**config.mk**
```make
export PLATFORM = sky130hd
export DESIGN_NAME = serial_adder
export DESIGN_NICKNAME = d
export VERILOG_FILES = /design/src/rtl/serial_adder_pkg.sv /design/src/rtl/adder_slice.sv /design/src/rtl/serial_adder.sv
export SDC_FILE = /design/constraint.sdc
export NUM_CORES = 1
export LEC_CHECK = 0
export BUFFER_PORTS_ARGS = -buffer_cell sky130_fd_sc_hd__buf_2
export CAP_MARGIN = 20
export CORE_UTILIZATION = 40
export CTS_CLUSTER_DIAMETER = 40
export DETAILED_ROUTE_END_ITERATION = 6
export HOLD_SLACK_MARGIN = 0.06
export SLEW_MARGIN = 40
export SYNTH_ARGS = -nofsm -noshare
export SYNTH_HDL_FRONTEND = slang
export SYNTH_HIERARCHICAL = 1
export SYNTH_SLANG_ARGS = --single-unit
```
**constraint.sdc**
```tcl
create_clock -name clk -period 1.8 [get_ports clk]
set_clock_uncertainty 0.1 [all_clocks]
set_input_delay 0.36 -clock clk [delete_from_list [all_inputs] [get_ports clk]]
set_output_delay 0.36 -clock clk [all_outputs]
set_load 0.02 [all_outputs]
```
**src/rtl/serial_adder_pkg.sv**
```systemverilog
// Shared types for the multi-cycle serial adder: FSM state encoding and counter sizing.
package serial_adder_pkg;

  localparam int unsigned StateW = 2;

  typedef enum logic [StateW-1:0] {
    StIdle = 2'd0,
    StRun  = 2'd1,
    StDone = 2'd2
  } state_e;

  // Step counter must be at least one bit even when a single RUN cycle suffices.
  function automatic int unsigned cnt_width(input int unsigned n);
    return (n > 1) ? $clog2(n) : 1;
  endfunction

endpackage

```
**src/rtl/adder_slice.sv**
```systemverilog
// Combinational ripple of BITS full-adder cells; exposes the carry into the top bit.
module adder_slice #(
  parameter int unsigned BITS = 1
) (
  input  logic [BITS-1:0] a,
  input  logic [BITS-1:0] b,
  input  logic            cin,
  output logic [BITS-1:0] s,
  output logic            cout,
  output logic            c_msb_in
);

  logic [BITS:0] c;

  always_comb begin
    c    = '0;
    s    = '0;
    c[0] = cin;
    for (int unsigned i = 0; i < BITS; i++) begin
      s[i]   = a[i] ^ b[i] ^ c[i];
      c[i+1] = (a[i] & b[i]) | (a[i] & c[i]) | (b[i] & c[i]);
    end
  end

  assign cout     = c[BITS];
  assign c_msb_in = c[BITS-1];

endmodule

```
**src/rtl/serial_adder.sv**
```systemverilog
// Multi-cycle adder/subtractor, BITS_PER_CYCLE bits per clock with a registered carry.
// Define SERIAL_ADDER_OVERFLOW_EN to add the signed-overflow output Ovf.
module serial_adder
  import serial_adder_pkg::*;
#(
  parameter int unsigned WIDTH          = 8,
  parameter int unsigned BITS_PER_CYCLE = 1
) (
  input  logic             clk,
  input  logic             rst,
  input  logic             in_valid,
  output logic             in_ready,
  input  logic [WIDTH-1:0] A,
  input  logic [WIDTH-1:0] B,
  input  logic             C,
  input  logic             Sub,
  output logic             out_valid,
  input  logic             out_ready,
  output logic [WIDTH-1:0] S,
  output logic             Co
`ifdef SERIAL_ADDER_OVERFLOW_EN
  , output logic           Ovf
`endif
);

  localparam int unsigned N    = WIDTH / BITS_PER_CYCLE;
  localparam int unsigned CntW = cnt_width(N);
  localparam logic [WIDTH-1:0] SliceMask = WIDTH'({BITS_PER_CYCLE{1'b1}});

  if (WIDTH < 2) begin : gen_width_err
    $error("serial_adder: WIDTH must be at least 2");
  end
  if ((WIDTH % BITS_PER_CYCLE) != 0) begin : gen_bpc_err
    $error("serial_adder: BITS_PER_CYCLE must divide WIDTH");
  end

  state_e            state_q, state_d;
  logic [WIDTH-1:0]  a_q, a_d;
  logic [WIDTH-1:0]  b_q, b_d;
  logic [WIDTH-1:0]  s_q, s_d;
  logic              carry_q, carry_d;
  logic              co_q, co_d;
  logic [CntW-1:0]   k_q, k_d;

  logic [BITS_PER_CYCLE-1:0] slice_s;
  logic                      slice_cout;
  logic                      c_msb;
  logic [WIDTH-1:0]          slice_mask;
  logic                      last_step;

  // Operands shift right each RUN cycle so the active slice always sits in the low bits.
  adder_slice #(
    .BITS(BITS_PER_CYCLE)
  ) u_slice (
    .a       (a_q[BITS_PER_CYCLE-1:0]),
    .b       (b_q[BITS_PER_CYCLE-1:0]),
    .cin     (carry_q),
    .s       (slice_s),
    .cout    (slice_cout),
    .c_msb_in(c_msb)
  );

  assign slice_mask = SliceMask << (k_q * BITS_PER_CYCLE);
  assign last_step  = (k_q == CntW'(N - 1));

`ifdef SERIAL_ADDER_OVERFLOW_EN
  logic ovf_q, ovf_d;
  assign Ovf = ovf_q;
`else
  logic unused_c_msb;
  assign unused_c_msb = c_msb;
`endif

  always_comb begin
    state_d = state_q;
    a_d     = a_q;
    b_d     = b_q;
    s_d     = s_q;
    carry_d = carry_q;
    co_d    = co_q;
    k_d     = k_q;
`ifdef SERIAL_ADDER_OVERFLOW_EN
    ovf_d   = ovf_q;
`endif
    unique case (state_q)
      StIdle: begin
        if (in_valid) begin
          a_d     = A;
          b_d     = B ^ {WIDTH{Sub}};
          carry_d = Sub | C;
          k_d     = '0;
          state_d = StRun;
        end
      end
      StRun: begin
        a_d     = a_q >> BITS_PER_CYCLE;
        b_d     = b_q >> BITS_PER_CYCLE;
        s_d     = (s_q & ~slice_mask) | ({N{slice_s}} & slice_mask);
        carry_d = slice_cout;
        k_d     = k_q + CntW'(1);
        if (last_step) begin
          co_d    = slice_cout;
`ifdef SERIAL_ADDER_OVERFLOW_EN
          ovf_d   = c_msb ^ slice_cout;
`endif
          k_d     = '0;
          state_d = StDone;
        end
      end
      StDone: begin
        if (out_ready) begin
          state_d = StIdle;
        end
      end
      default: state_d = StIdle;
    endcase
  end

  always_ff @(posedge clk or posedge rst) begin
    if (rst) begin
      state_q <= StIdle;
      a_q     <= '0;
      b_q     <= '0;
      s_q     <= '0;
      carry_q <= 1'b0;
      co_q    <= 1'b0;
      k_q     <= '0;
`ifdef SERIAL_ADDER_OVERFLOW_EN
      ovf_q   <= 1'b0;
`endif
    end else begin
      state_q <= state_d;
      a_q     <= a_d;
      b_q     <= b_d;
      s_q     <= s_d;
      carry_q <= carry_d;
      co_q    <= co_d;
      k_q     <= k_d;
`ifdef SERIAL_ADDER_OVERFLOW_EN
      ovf_q   <= ovf_d;
`endif
    end
  end

  assign in_ready  = (state_q == StIdle);
  assign out_valid = (state_q == StDone);
  assign S         = s_q;
  assign Co        = co_q;

endmodule
```
==> impl_metrics.json <==
{
  "hold_viol": 0,
  "p_leak_nw": 0.905,
  "timing.fmax_mhz": 584,
  "ys_warn_count": 6,
  "crit_buf_inv": 2,
  "power.total_mw": 2.91,
  "power_density_nw_per_um2": 1590,
  "cpLargestDelayFamily": "flip-flops",
  "port-buffer-count": 32,
  "wl_per_cell_um": 13.1,
  "area_delta_synth_final_pct": 19.2,
  "post-route-min-period_ps": 1710,
  "clkTransAtPathRegs_ps": 60,
  "rsz0062_at_grt": "no",
  "busiest_layer": "met2",
  "fillerInstances": 365,
  "min_period_over_period_pct": 95.1,
  "syn_area_um2": 1540,
  "r2r_setup_slack_ps": 180,
  "vias": 1137,
  "worst_hold_path_type": "primary input to asynchronous set/reset pin",
  "internal_power_mw": 1.83,
  "met3_usage_pct": 5.36,
  "multi_input_area_um2": 698,
  "drc": 0,
  "avgSynthCellArea_um2": 11.4,
  "cp-start-kind": "flip-flop",
  "post_cts_resized": 0,
  "hpwl_um": 2180,
  "clock-root-buffer": "clkbuf_8",
  "antenna_cells": 0,
  "tns_ps": 0,
  "clock_latency_ps": 270,
  "worstMarginPinSlew_ps": 714,
  "drt_wl_total_um": 2880,
  "synth_nets": 164,
  "switchingPower_mw": 1.08,
  "maxSlewHeadroom_pct": 52.3,
  "via_per_inst": 5.19,
  "place_congestion": 0.757,
  "rr_worst_depth": 4,
  "synthCells": 135,
  "setup_violations": 0,
  "fin_ws_ps": 87.5,
  "reg2reg_from": "state_q[0]",
  "drt-initial-drc-count": 38,
  "cp.arrival_ps": 1250,
  "timing.max_cap.violations": 0,
  "drtPass1Iterations": 4,
  "crit_required_ps": 1340,
  "die_h_um": 64.1,
  "fp.dieArea_um2": 4100,
  "ant_nets": 0,
  "cts.sinks": 31,
  "fp.dieW_um": 64.1,
  "cts.path.max_buffers": 2,
  "core_um2": 3690,
  "grt.total_usage_pct": 16.4,
  "p_clk_share_pct": 16.6,
  "cpPeakStageDelay_ps": 470,
  "ir_drop_v": 0.000700,
  "nNetsFinal": 201,
  "io_pins": 33,
  "hold_buffers": 0,
  "power_frac_comb_pct": 42.6,
  "antenna_found_initial": 0,
  "htreeDepth": 2,
  "layout-drive-gt1-share_pct": 28.7,
  "overflow": 0,
  "grt_pass1_vias": 1106,
  "grt_util_met1_pct": 21.2,
  "seqCellArea_um2": 777,
  "run_status": "finished, final reports clean",
  "switching_share_pct": 37.2,
  "rows": 22,
  "path_cells": "buf_4 > nor2_1 > buf_2",
  "seqPwrFrac_pct": 40.8,
  "start_util_pct": 41.8,
  "dp_slack_ps": 98.4,
  "grt_first_pass_wirelength_um": 5070,
  "cts_inserted_buffers": 5,
  "cts_setup_buffers": 0,
  "cp_slowest_cell": "dfrtp_2",
  "drv_slew": 0,
  "cp_max_fo": 10,
  "grt_max_degree": 32,
  "met2_usage_pct": 25.8,
  "crit_path_end_kind": "output port",
  "cts_tree": "yes",
  "crit_type": "flip-flop to output port",
  "reg2reg_to": "k_q[0]",
  "final_util_pct": 49.8
}
-- worst register-to-register path: stages (launching register included) --
cell	delay [ps]
dfrtp_1	410
o21bai_1	600
buf_4	300
nand2_1	70
o31ai_1	60
-- cell type report --
| type | instances | share of cell area (%) |
|---|---|---|
| clock buffers | 6 | 3.95 |
| inverters | 4 | 0.818 |
| multi-input cells | 91 | 38.0 |
| flip-flops and latches | 31 | 42.3 |
| well taps | 48 | 3.27 |
| repair buffers | 39 | 11.6 |
-- worst max-delay path by stage --
stage	start	depth (start not counted)	slack (ps)	to
CTS	state_q[1]	3	40	in_ready
finish	state_q[1]	3	90	in_ready
floorplan	state_q[0]	3	340	in_ready
detailed placement	in_valid	5	100	a_q[0]
global route	state_q[1]	3	20	in_ready
global placement	in_valid	5	140	k_q[2]
-- per-layer routing --
| metal | share of wire (%) | vias up |
|---|---|---|
| met5 | 0 | - |
| met4 | 1.2 | 0 |
| met3 | 4.4 | 4 |
| met2 | 48 | 31 |
| met1 | 47 | 556 |
| li1 | - | 546 |
-- per-stage QoR --
stage	hold slack, ps	area, um^2	std cells
after global routing	98.3	1840	219
after global placement	356	1760	213
after detailed placement	367	1760	213
after CTS	69.0	1830	219
final	53.7	1840	219
after floorplan	350	1540	135
-- power groups by stage --
stage                     Combinational (mW)  Clock [mW]  Sequential [mW]
final                                   1.24       0.483             1.19
after global routing                    1.40       0.535             1.23
after CTS                               1.26       0.498             1.19
after detailed placement                1.26           0             1.20
after global placement                  1.23           0             1.19
after floorplan                        0.816           0             1.28
-- cells in the final DEF, fill, tap and decap left out, drive strengths merged, types with 2 or more instances in the layout --
master,instances
ha,6
nand2b,4
xor2,7
buf,39
nor2,3
a22oi,7
mux2,9
nand2,16
o21ai,9
a221o,7
a22o,2
nor2b,2
clkbuf,6
inv,4
and3b,6
dfrtp,31
nand3,3
Note: power is estimated with default switching activity, not from simulation.
